==> src/rtl/mode_pkg.sv <==
// Mode encodings shared between the start/LFSR mode controller and the mode code receiver.
package mode_pkg;

    typedef enum logic [1:0] {
        MODE_SEED = 2'b01,
        MODE_RUN  = 2'b10,
        MODE_IDLE = 2'b11
    } mode_t;

    localparam logic [1:0] MODE_ILLEGAL = 2'b00;

    function automatic logic is_legal(input logic [1:0] code);
        return code != MODE_ILLEGAL;
    endfunction

endpackage

==> src/rtl/code_stable_filter.sv <==
// Input register plus stability filter: strobes when the registered code has held its
// value long enough to be trusted.
module code_stable_filter
    import mode_pkg::*;
#(
    parameter int STABLE_CYCLES = 4
) (
    input  logic       clk,
    input  logic       reset,
    input  logic [1:0] code_i,
    output logic [1:0] code_q_o,
    output logic [1:0] cand_o,
    output logic       stable_o
);

    localparam int CW = $clog2(STABLE_CYCLES + 1);
    localparam logic [CW-1:0] CNT_MAX = CW'(STABLE_CYCLES);

    logic [1:0]    code_q;
    logic [1:0]    cand_q, cand_d;
    logic [CW-1:0] stab_cnt_q, stab_cnt_d;

    always_comb begin
        cand_d     = cand_q;
        stab_cnt_d = stab_cnt_q;
        if (code_q != cand_q) begin
            cand_d     = code_q;
            stab_cnt_d = '0;
        end else if (stab_cnt_q != CNT_MAX) begin
            stab_cnt_d = stab_cnt_q + 1'b1;
        end
    end

    always_ff @(posedge clk) begin
        if (!reset) begin
            code_q     <= MODE_IDLE;
            cand_q     <= MODE_IDLE;
            stab_cnt_q <= '0;
        end else begin
            code_q     <= code_i;
            cand_q     <= cand_d;
            stab_cnt_q <= stab_cnt_d;
        end
    end

    // Fires only on the edge where the counter reaches its limit, not while it sits there.
    assign stable_o = (code_q == cand_q) && (stab_cnt_q == CNT_MAX - 1'b1);
    assign code_q_o = code_q;
    assign cand_o   = cand_q;

endmodule

==> src/rtl/mode_code_rx.sv <==
// Receiver for the 2-bit game-mode code: commit, control pulses, dwell counter, error flag.
// Define MODE_HIST_EN to add the mode_hist output (4-deep history of committed modes).
module mode_code_rx
    import mode_pkg::*;
#(
    parameter int STABLE_CYCLES = 4,
    parameter int DWELL_W       = 16
) (
    input  logic               clk,
    input  logic               reset,
    input  logic [1:0]         code_in,
    input  logic               advance,
    output logic [1:0]         mode,
    output logic               mode_valid,
    output logic               mode_chg,
    output logic               seed_load,
    output logic               step_en,
    output logic [DWELL_W-1:0] dwell_cnt,
`ifdef MODE_HIST_EN
    output logic [7:0]         mode_hist,
`endif
    output logic               err
);

    logic [1:0] code_q;
    logic [1:0] cand;
    logic       stable;
    logic       commit;
    logic       change;

    mode_t               mode_q, mode_d;
    logic                valid_q, valid_d;
    logic                pend_q, pend_d;
    logic                chg_q, chg_d;
    logic                seed_q, seed_d;
    logic                step_q, step_d;
    logic                err_q, err_d;
    logic [DWELL_W-1:0]  dwell_q, dwell_d;

    code_stable_filter #(
        .STABLE_CYCLES(STABLE_CYCLES)
    ) u_filter (
        .clk     (clk),
        .reset   (reset),
        .code_i  (code_in),
        .code_q_o(code_q),
        .cand_o  (cand),
        .stable_o(stable)
    );

    assign commit = stable && is_legal(cand);
    assign change = commit && (cand != mode_q);

    // pend_q marks the commit edge so the change pulses land one cycle after the new mode.
    always_comb begin
        mode_d  = mode_q;
        valid_d = valid_q;
        dwell_d = dwell_q;
        if (commit) begin
            mode_d  = mode_t'(cand);
            valid_d = 1'b1;
        end
        pend_d = change;
        chg_d  = pend_q;
        seed_d = pend_q && (mode_q == MODE_SEED);
        step_d = advance && (mode_q == MODE_RUN) && !commit;
        err_d  = err_q || (code_q == MODE_ILLEGAL);
        if (change) begin
            dwell_d = '0;
        end else if (advance && valid_q && (dwell_q != '1)) begin
            dwell_d = dwell_q + 1'b1;
        end
    end

    always_ff @(posedge clk) begin
        if (!reset) begin
            mode_q  <= MODE_IDLE;
            valid_q <= 1'b0;
            pend_q  <= 1'b0;
            chg_q   <= 1'b0;
            seed_q  <= 1'b0;
            step_q  <= 1'b0;
            err_q   <= 1'b0;
            dwell_q <= '0;
        end else begin
            mode_q  <= mode_d;
            valid_q <= valid_d;
            pend_q  <= pend_d;
            chg_q   <= chg_d;
            seed_q  <= seed_d;
            step_q  <= step_d;
            err_q   <= err_d;
            dwell_q <= dwell_d;
        end
    end

`ifdef MODE_HIST_EN
    logic [7:0] hist_q, hist_d;

    always_comb begin
        hist_d = hist_q;
        if (change) begin
            hist_d = {hist_q[5:0], cand};
        end
    end

    always_ff @(posedge clk) begin
        if (!reset) begin
            hist_q <= 8'hFF;
        end else begin
            hist_q <= hist_d;
        end
    end

    assign mode_hist = hist_q;
`endif

    assign mode       = mode_q;
    assign mode_valid = valid_q;
    assign mode_chg   = chg_q;
    assign seed_load  = seed_q;
    assign step_en    = step_q;
    assign dwell_cnt  = dwell_q;
    assign err        = err_q;

endmodule

==> config.mk <==
export PLATFORM = sky130hd
export DESIGN_NAME = mode_code_rx
export DESIGN_NICKNAME = d
export VERILOG_FILES = /design/src/rtl/mode_pkg.sv /design/src/rtl/code_stable_filter.sv /design/src/rtl/mode_code_rx.sv
export SDC_FILE = /design/constraint.sdc
export NUM_CORES = 1
export LEC_CHECK = 0
export ABC_AREA = 1
export BUFFER_PORTS_ARGS = -buffer_cell sky130_fd_sc_hd__buf_2
export CAP_MARGIN = 20
export CORE_ASPECT_RATIO = 2
export CORE_MARGIN = 4
export CORE_UTILIZATION = 55
export DETAILED_ROUTE_END_ITERATION = 10
export PLACE_DENSITY = 0.81
export SETUP_SLACK_MARGIN = 0.1
export SYNTH_ARGS = -nofsm -noshare
export SYNTH_HDL_FRONTEND = slang
export SYNTH_SLANG_ARGS = --single-unit
==> constraint.sdc <==
create_clock -name clk -period 1.7 [get_ports clk]
set_input_delay 0 -clock clk [delete_from_list [all_inputs] [get_ports clk]]
set_output_delay 0 -clock clk [all_outputs]
set_load 0.1 [all_outputs]
==> results_dict.tcl, run 1 <==
set metrics [dict create \
    status "finished, final reports clean" \
    use_met3_pct 3.822 \
    dr.pass1.iters 4 \
    p_int_w 0.001129 \
    yosysMostFrequentCell "nand2_1" \
    synth.avg_cell_area_um2 7.219 \
    ir_drop_mv 1.001 \
    switchingPower_w 0.0003586 \
    fmax_ghz 0.6710 \
    p_leak_nw 0.8610 \
    dp.cells 280 \
    instances_no_fill 291 \
    antennaDiodeCount 0 \
    synthAdderAreaFrac_pct 3.067 \
    synthMuxAreaShare_pct 0 \
    antenna_found_initial 0 \
    cts_root_buffer "clkbuf_8" \
    total_power_w 0.001487 \
    fin_nets 270 \
    sw_frac_of_total_pct 24.11 \
    fin_crit_ns 1.490 \
    via_per_inst 5.357 \
    layout-drive-gt1-share_pct 32.82 \
    report.final.slew_viol_count 0 \
    holdCritPathClass "primary input to register" \
    numClockSinks 31 \
    routed_wl_um 3784 \
    worstPathArrival_ns 1.66 \
    path_class "register to register" \
    synth_edf_count 0 \
    dp_hpwl_um 2926 \
    grt_use_total_pct 22.40 \
    slew_headroom_pct 67.41 \
    setup_viol 0 \
    synthCells 226 \
    wl_per_cell_um 13.00 \
    grt-busiest-layer "met2" \
    synth_top_area_cell "dfxtp_1" \
    grt_max_degree 15 \
    syn-num-nets 235 \
    tightestPinTransition_ns 0.4922 \
    yosys-top-cells-count "nand2_1, dfxtp_1, nor2_1" \
    die_w_um 46.51 \
    crit_path_max_fanout 7 \
    start_util_pct 58.19 \
    synth_area_mm2 0.001632 \
    combPwrFrac_pct 5.6 \
    dr_total_vias 1559 \
    clk_path_buf_depth 2 \
    area_growth_pct 20.63 \
    clock_latency_ns 0.29 \
    die_area_mm2 0.003955 \
    ys_ff_latch 31 \
    synth_warnings 0 \
    setup_tns_ns 0 \
    grt_pass1_wl_um 6561 \
    yosysTopAreaCellShare_pct 38.04 \
    cts_buffers 5 \
    cp-start-kind "register" \
    synth-xor-area-share_pct 3.758 \
    rows 27 \
    endpoint_kind "register" \
    drt-initial-drc-count 23 \
    synth.distinct_cells 27 \
    drv_cap 0 \
    grt_pass1_vias 1524 \
    clk_pin_slew_worst_paths_ns 0.07 \
    yosysSeqAreaShare_pct 38.04 \
    required_ns 1.87 \
    cts-htree-levels 2 \
    rsz0062_at_grt "false" \
    synth_area_leaders "dfxtp_1, nand2_1, nand3_1" \
    grtUsageMet1_pct 20.81 \
    synth-simple-area-share_pct 40.26 \
    synth_compound_area_share_pct 8.206 \
    tritoncts "yes" \
    post_cts_buffers 0 \
    p_seq_share_pct 49.8 \
    drc 0 \
    clock_skew_ns 0.006130 \
    ys_async_sr_fraction_pct 0 \
    ant_nets 0 \
    portBuffers 27 \
    place.gp.congestion 0.9428 \
    gr-total-overflow 0 \
    timing.final.crit_share_pct 87.66 \
    pwr-share-clk_pct 44.6 \
    met2_usage_pct 41.96 \
    finalHoldViolations 0 \
    synth_top_family_by_area "simple AND/OR/NAND/NOR gates" \
    ys_dominant_reg_cell "dfxtp_1" \
    power.density_mw_per_mm2 755.7 \
    fp.coreArea_mm2 0.002804 \
    io_pins 28 \
    die_h_um 85.03 \
]
[cells in the final DEF, fill, tap and decap left out, types with 2 or more instances in the layout]
| master | count |
|---|---|
| dfxtp_1 | 12 |
| inv_2 | 3 |
| or2_2 | 3 |
| clkbuf_8 | 7 |
| buf_2 | 27 |
| a21oi_1 | 9 |
| ha_1 | 3 |
| nor2_2 | 6 |
| nor2_4 | 2 |
| nand4_1 | 6 |
| nand2_2 | 5 |
| dlygate4sd3_1 | 3 |
| xnor2_1 | 4 |
| xor2_1 | 3 |
| a21oi_2 | 8 |
| dfxtp_2 | 17 |
| nor2_1 | 24 |
| nand3_1 | 22 |
| dfxtp_4 | 2 |
| inv_1 | 22 |
| nand2_1 | 63 |
[worst paths after layout]
| check | start | end | slack (ns) | depth (start not counted) |
|---|---|---|---|---|
| worst max-delay path | dwell_cnt[0] | dwell_cnt[14] | 0.21 | 8 |
| worst min-delay path | reset | mode[1] | 0.04 | 2 |
| worst max register to register | dwell_cnt[0] | dwell_cnt[14] | 0.21 | 8 |
| worst min register to register | chg_d | seed_load | 0.45 | 2 |
[cell type report]
| cell class | instances | area (um2) |
|---|---|---|
| well taps | 29 | 36.28 |
| repair buffers | 30 | 165.2 |
| clock buffers | 7 | 96.34 |
| flip-flops and latches | 31 | 649.4 |
| clock inverters | 1 | 7.507 |
| fillers | 251 | 835.8 |
| multi-input cells | 168 | 919.6 |
| inverters | 25 | 93.84 |
[cell families after synthesis]
logic type               count (synthesis)
buffers and inverters                   27
AO/OA/AOI/OAI                           20
AND/OR/NAND/NOR                        137
adder cells (fa/ha/maj)                  4
XOR/XNOR                                 7
flip-flops                              31
[registers in the layout (all words and copies together), names as in the netlist, 2 cells and up]
name	flops
dwell_cnt	16
mode	2
u_filter.cand_o	2
u_filter.code_q_o	2
u_filter.stab_cnt_q	3
[metrics by stage]
step / instance area (um2) / worst slack, ns / hold slack [ns] / util [%]
after CTS: 1963 / 0.2313 / 0.04234 / 70.01
final: 1968 / 0.2098 / 0.03934 / 70.19
after detailed placement: 1829 / 0.2489 / 0.1880 / 65.24
after floorplan: 1673 / 0.1107 / 0.08357 / -
after global placement: 1829 / 0.2766 / 0.1841 / 65.24
after global routing: 1968 / 0.1125 / 0.06507 / 70.19
[worst max-delay path: stages, from the launching register on]
cell	delay [ns]
dfxtp_4	0.39
ha_4	0.15
inv_1	0.05
nor2_1	0.26
nand3_1	0.15
nor2_1	0.16
nand3_1	0.09
nand3_1	0.08
nor2_1	0.04
[layer usage]
| metal | part of all wire, % | vias up | wire (um) |
|---|---|---|---|
| met4 | 4.5 | 0 | 170 |
| met1 | 34 | 719 | 1290 |
| met2 | 58 | 36 | 2193 |
| met3 | 3.4 | 15 | 129 |
| li1 | - | 789 | - |
| met5 | 0 | - | 0 |
[power by group through the flow]
stage	clock network [W]	logic [W]	registers (W)
floorplan	0	0.0000499	0.000769
global placement	0	0.0000756	0.000757
detailed placement	0	0.0000788	0.000757
CTS	0.000656	0.0000842	0.000741
global route	0.000692	0.0000932	0.000742
finish	0.000663	0.0000835	0.000741
[what timing repair did]
action                     in CTS  in global routing
hold buffers                    3                  0
setup endpoints to repair       0                  1
hold endpoints to repair        3                  0
resized for setup               0                  1
(Power assumes the default switching activity.)
==> run 2: changes to the inputs <==
--- a/config.mk
+++ b/config.mk
@@ -11,8 +11,10 @@
 export CORE_ASPECT_RATIO = 2
 export CORE_MARGIN = 4
 export CORE_UTILIZATION = 55
+export CTS_CLUSTER_SIZE = 12
 export DETAILED_ROUTE_END_ITERATION = 10
 export PLACE_DENSITY = 0.81
+export RECOVER_POWER = 50
 export SETUP_SLACK_MARGIN = 0.1
 export SYNTH_ARGS = -nofsm -noshare
 export SYNTH_HDL_FRONTEND = slang
==> run 2 against run 1 <==
Net effect: die area stayed put; cell count stayed put; largest cell class unchanged; first-iteration DRC count is 26% lower; combinational power hardly changed; highest routed layer unchanged; clock power is 0.6% lower; register-to-register slack hardly changed; power is 0.25% lower.
==> results_dict.tcl, run 2 (same netlist as run 1, synthesis figures left out) <==
set metrics [dict create \
    ir_drop_mv 0.9925 \
    drt-initial-drc-count 17 \
    cts_root_buffer "clkbuf_8" \
    grt_use_total_pct 22.40 \
    fin_nets 270 \
    fmax_ghz 0.6711 \
    rsz0062_at_grt "false" \
    holdCritStartpoint "reset" \
    antenna_found_initial 0 \
    die_area_mm2 0.003955 \
    grt_max_degree 15 \
    dr.pass1.iters 4 \
    total_power_w 0.001484 \
    power.density_mw_per_mm2 755.3 \
    tritoncts "yes" \
    final_area_mm2 0.001964 \
    holdCritPathClass "primary input to register" \
    fp.coreArea_mm2 0.002804 \
    rows 27 \
    portBuffers 27 \
    numClockSinks 31 \
    clock_skew_ns 0.005587 \
    grt_pass1_wl_um 6561 \
    drv_cap 0 \
    die_w_um 46.51 \
    met2_usage_pct 41.96 \
    dp.cells 280 \
    rr_worst_depth 8 \
    area_growth_pct 20.40 \
    clk_path_buf_depth 2 \
    use_met3_pct 3.822 \
    setup_tns_ns 0 \
    cts_buffers 5 \
    tightestPinTransition_ns 1.175 \
    setup_viol 0 \
    cts-htree-levels 2 \
    dr_total_vias 1555 \
    timing.critical_path.to "dwell_cnt[14]" \
    timing.rr.end "dwell_cnt[14]" \
    required_ns 1.87 \
    clock_latency_ns 0.28 \
    path_class "register to register" \
    fin_crit_ns 1.490 \
    io_pins 28 \
    drc 0 \
    crit_start "dwell_cnt[0]" \
    worstPathArrival_ns 1.66 \
    via_per_inst 5.344 \
    clk_pin_slew_worst_paths_ns 0.07 \
    dp_hpwl_um 2926 \
    layout_commonest_cell "nand2_1" \
    die_h_um 85.03 \
    routed_wl_um 3787 \
    start_util_pct 58.19 \
    finalHoldViolations 0 \
    layout_common_cells "nand2_1, nor2_1, inv_1, nand3_1, clkbuf_2" \
    slew_headroom_pct 22.03 \
    layout-drive-gt1-share_pct 31.68 \
    antennaDiodeCount 0 \
    reg2reg_slack_ns 0.21 \
    grtUsageMet1_pct 20.81 \
    wl_per_cell_um 13.01 \
    report.final.slew_viol_count 0 \
    instances_no_fill 291 \
    status "finished, final reports clean" \
    crit_path_max_fanout 7 \
    place.gp.congestion 0.9428 \
    endpoint_kind "register" \
    grt-busiest-layer "met2" \
    largest_reg_flops 16 \
    post_cts_buffers 0 \
    timing.final.crit_share_pct 87.66 \
    whs_ns 0.04162 \
    cp-start-kind "register" \
    grt_pass1_vias 1524 \
    r2r_start "dwell_cnt[0]" \
    gr-total-overflow 0 \
    ant_nets 0 \
    place_area_mm2 0.001829 \
    p_leak_nw 0.8412 \
]
-- run 2: changes by cell type in the layout (fill, tap and decap cells not counted) --
cell / before / now
dfxtp_2: 17 / 16
dfxtp_1: 12 / 13
clkbuf_1: 0 / 2
buf_2: 27 / 8
clkbuf_2: 0 / 17
-- run 2: power breakdown --
group	internal (W)	switching, W	leakage, nW
logic	0.0000275	0.0000559	0.531
registers	0.000733	0.00000829	0.260
clock network	0.000368	0.000291	0.0505
total	0.00113	0.000355	0.841
-- run 2: how the worst min path moves through the flow --
stage | endpoint | slack [ns] | cells past startpoint
after floorplan | u_filter.cand_o[0] | 0.08 | 1
after global placement | u_filter.code_q_o[1] | 0.18 | 2
after global routing | mode[1] | 0.07 | 2
final | mode[1] | 0.04 | 2
after CTS | mode[1] | 0.04 | 2
after detailed placement | u_filter.code_q_o[1] | 0.19 | 2
-- run 2: final cells by class --
cell class                      instances  area, um2
Clock buffer                            7      96.34
Clock inverter                          1      7.507
Fill cell                             254      839.6
Inverter                               25      93.84
Multi-Input combinational cell        168      919.6
Sequential cell                        31      648.1
Tap cell                               29      36.28
Timing Repair Buffer                   30      162.7
-- run 2: critical path: stages (launching register included) --
cell	delay, ns
dfxtp_4	0.39
ha_4	0.15
inv_1	0.05
nor2_1	0.26
nand3_1	0.15
nor2_1	0.16
nand3_1	0.09
nand3_1	0.08
nor2_1	0.04
-- run 2: repair_timing --
| action | in CTS | in global routing |
|---|---|---|
| resized for setup | 0 | 1 |
| hold buffers | 3 | 0 |
| endpoints found under the hold margin | 3 | 0 |
| setup endpoints to repair | 0 | 1 |
-- run 2: routing by layer --
| metal | wire length, um | part of all wire (%) |
|---|---|---|
| met1 | 1283 | 34 |
| met2 | 2200 | 58 |
| met3 | 132 | 3.5 |
| met4 | 170 | 4.5 |
| met5 | 0 | 0 |
-- run 2: metrics by stage --
step | worst slack, ns | util [%]
finish | 0.2098 | 70.06
global route | 0.1110 | 70.06
CTS | 0.2313 | 70.01
detailed placement | 0.2489 | 65.24
global placement | 0.2766 | 65.24
floorplan | 0.1107 | -
==> run 3: changes to the inputs <==
--- a/config.mk
+++ b/config.mk
@@ -15,7 +15,7 @@
 export DETAILED_ROUTE_END_ITERATION = 10
 export PLACE_DENSITY = 0.81
 export RECOVER_POWER = 50
-export SETUP_SLACK_MARGIN = 0.1
+export SETUP_SLACK_MARGIN = 0.4
 export SYNTH_ARGS = -nofsm -noshare
 export SYNTH_HDL_FRONTEND = slang
 export SYNTH_SLANG_ARGS = --single-unit
==> run 3 against run 2 <==
Net effect: hold slack better by 0.070 ns; critical endpoint is now step_en; die area unchanged; critical path type is now register to primary output; cell count up 4.8%; sequential share of layout area down 2.8 points.
==> results_dict.tcl, run 3 (same netlist as run 1, synthesis figures left out) <==
set metrics [dict create \
    hold_path_depth 2 \
    setup_slack_ns 0.2589 \
    cts_buffers 5 \
    status "finished, final reports clean" \
    sw_frac_of_total_pct 26.08 \
    p_int_w 0.001032 \
    path_cells "clkbuf_1" \
    clock_latency_ns 0.28 \
    power.density_mw_per_mm2 606.7 \
    min_to "mode[0]" \
    antenna_found_initial 0 \
    ir_drop_mv 0.8596 \
    path_delay_family "buffers and inverters" \
    combPwrFrac_pct 8.1 \
    routed_wl_um 4744 \
    worstPathArrival_ns 1.44 \
    drc 0 \
    path_class "register to primary output" \
    reg2reg_slack_ns 0.36 \
    ant_nets 0 \
    drt-initial-drc-count 57 \
    portBuffers 27 \
    p_leak_nw 0.9357 \
    dp_hpwl_um 2971 \
    tightestPinTransition_ns 1.167 \
    layout-drive-gt1-share_pct 47.46 \
    seqCellArea_um2 695.7 \
    clock_skew_ns 0.008367 \
    layout_common_cells "nand2_1, inv_1, nand3_1, dfxtp_4, clkbuf_2" \
    cts_root_buffer "clkbuf_8" \
    required_ns 1.70 \
    crit_cells 1 \
    rsz0062_at_grt "true" \
    io_pins 28 \
    area_growth_pct 41.10 \
    layout_commonest_cell "nand2_1" \
    fin_crit_ns 1.441 \
    multi_input_area_mm2 0.001145 \
    fmax_ghz 0.6939 \
    slew_headroom_pct 22.53 \
    clk_path_buf_depth 2 \
    switchingPower_w 0.0003642 \
    cts-htree-levels 2 \
    die_w_um 46.51 \
    final_util_pct 82.11 \
    antennaDiodeCount 0 \
    setup_tns_ns 0 \
    dr.pass1.iters 4 \
    r2r_start "dwell_cnt[1]" \
    grt_max_degree 16 \
    place_area_mm2 0.001887 \
    p_seq_share_pct 51.6 \
    holdCritPathClass "primary input to register" \
    cpPeakStageDelay_ns 0.86 \
    cp-start-kind "register" \
    timing.rr.end "dwell_cnt[15]" \
    pwr-share-clk_pct 40.3 \
    setup_viol 0 \
    numClockSinks 31 \
    largest_reg_flops 16 \
    wl_per_cell_um 15.55 \
    grt_pass1_wl_um 6865 \
    gr-total-overflow 0 \
    crit_buf_inv 1 \
    grt_pass1_vias 1612 \
    tritoncts "yes" \
    die_area_mm2 0.003955 \
    grt_use_total_pct 23.49 \
    place.gp.congestion 0.9162 \
    report.final.slew_viol_count 0 \
    dr_total_vias 1714 \
    endpoint_kind "primary output" \
    fillers 195 \
    timing.final.crit_share_pct 84.77 \
    start_util_pct 58.19 \
    crit_path_top_delay_cell "clkbuf_1" \
    holdCritStartpoint "reset" \
    pre_cts_ws_ns 0.2519 \
    fin_nets 284 \
    die_h_um 85.03 \
    fp.coreArea_mm2 0.002804 \
    drv_cap 0 \
    via_per_inst 5.620 \
    final_area_mm2 0.002302 \
    rows 27 \
    clk_pin_slew_worst_paths_ns 0.06 \
    crit_path_max_fanout 1 \
    finalHoldViolations 0 \
    rr_worst_depth 7 \
]
-- run 3: changes by cell type in the layout (fill, tap and decap cells not counted), sizes merged --
cell | previous run | this run
clkinvlp | 1 | 0
clkbuf | 26 | 25
nand2 | 70 | 73
clkinv | 0 | 3
nor2 | 32 | 33
buf | 8 | 17
-- run 3: cell type report --
type                            count  area share [%]
Clock buffer                        5           2.989
Clock inverter                      3          0.6522
Inverter                           25           4.511
Multi-Input combinational cell    172           49.73
Sequential cell                    31           30.22
Tap cell                           29           1.576
Timing Repair Buffer               40           10.33
-- run 3: worst max-delay path by stage --
stage | from | to | slack [ns]
detailed placement | u_filter.cand_o[0] | dwell_cnt[0] | 0.25
global placement | u_filter.cand_o[0] | dwell_cnt[0] | 0.25
finish | step_en | step_en | 0.26
global route | step_en | step_en | 0.23
CTS | dwell_cnt[0] | dwell_cnt[7] | 0.39
floorplan | dwell_cnt[0] | dwell_cnt[1] | 0.24
-- run 3: what timing repair did --
action,4_1_cts,5_1_grt
setup endpoints to repair,16,18
setup buffers,7,3
cloned,1,3
pin swaps,8,16
endpoints found under the hold margin,3,0
hold buffers,3,0
gates resized for setup,24,28
-- run 3: routing by layer --
metal | track usage [%] | share of wire, %
met1 | 22.12 | 33
met2 | 42.71 | 56
met3 | 5.096 | 5.0
met4 | 12.95 | 5.7
met5 | 0 | 0
-- run 3: power by group through the flow --
| stage | Clock (W) | Combinational, W | Sequential (W) |
|---|---|---|---|
| after floorplan | 0 | 0.0000499 | 0.000744 |
| after global placement | 0 | 0.0000765 | 0.000733 |
| after detailed placement | 0 | 0.0000775 | 0.000733 |
| after CTS | 0.000568 | 0.000101 | 0.000720 |
| after global routing | 0.000599 | 0.000126 | 0.000722 |
| final | 0.000563 | 0.000114 | 0.000720 |
-- run 3: stage by stage --
step	cells	hold slack, ns	total power [W]
after detailed placement	280	0.1896	0.0008103
after global routing	305	0.1268	0.001447
after floorplan	226	0.08357	0.0007939
after global placement	280	0.1856	0.0008090
after CTS	299	0.1095	0.001389
final	305	0.1117	0.001397
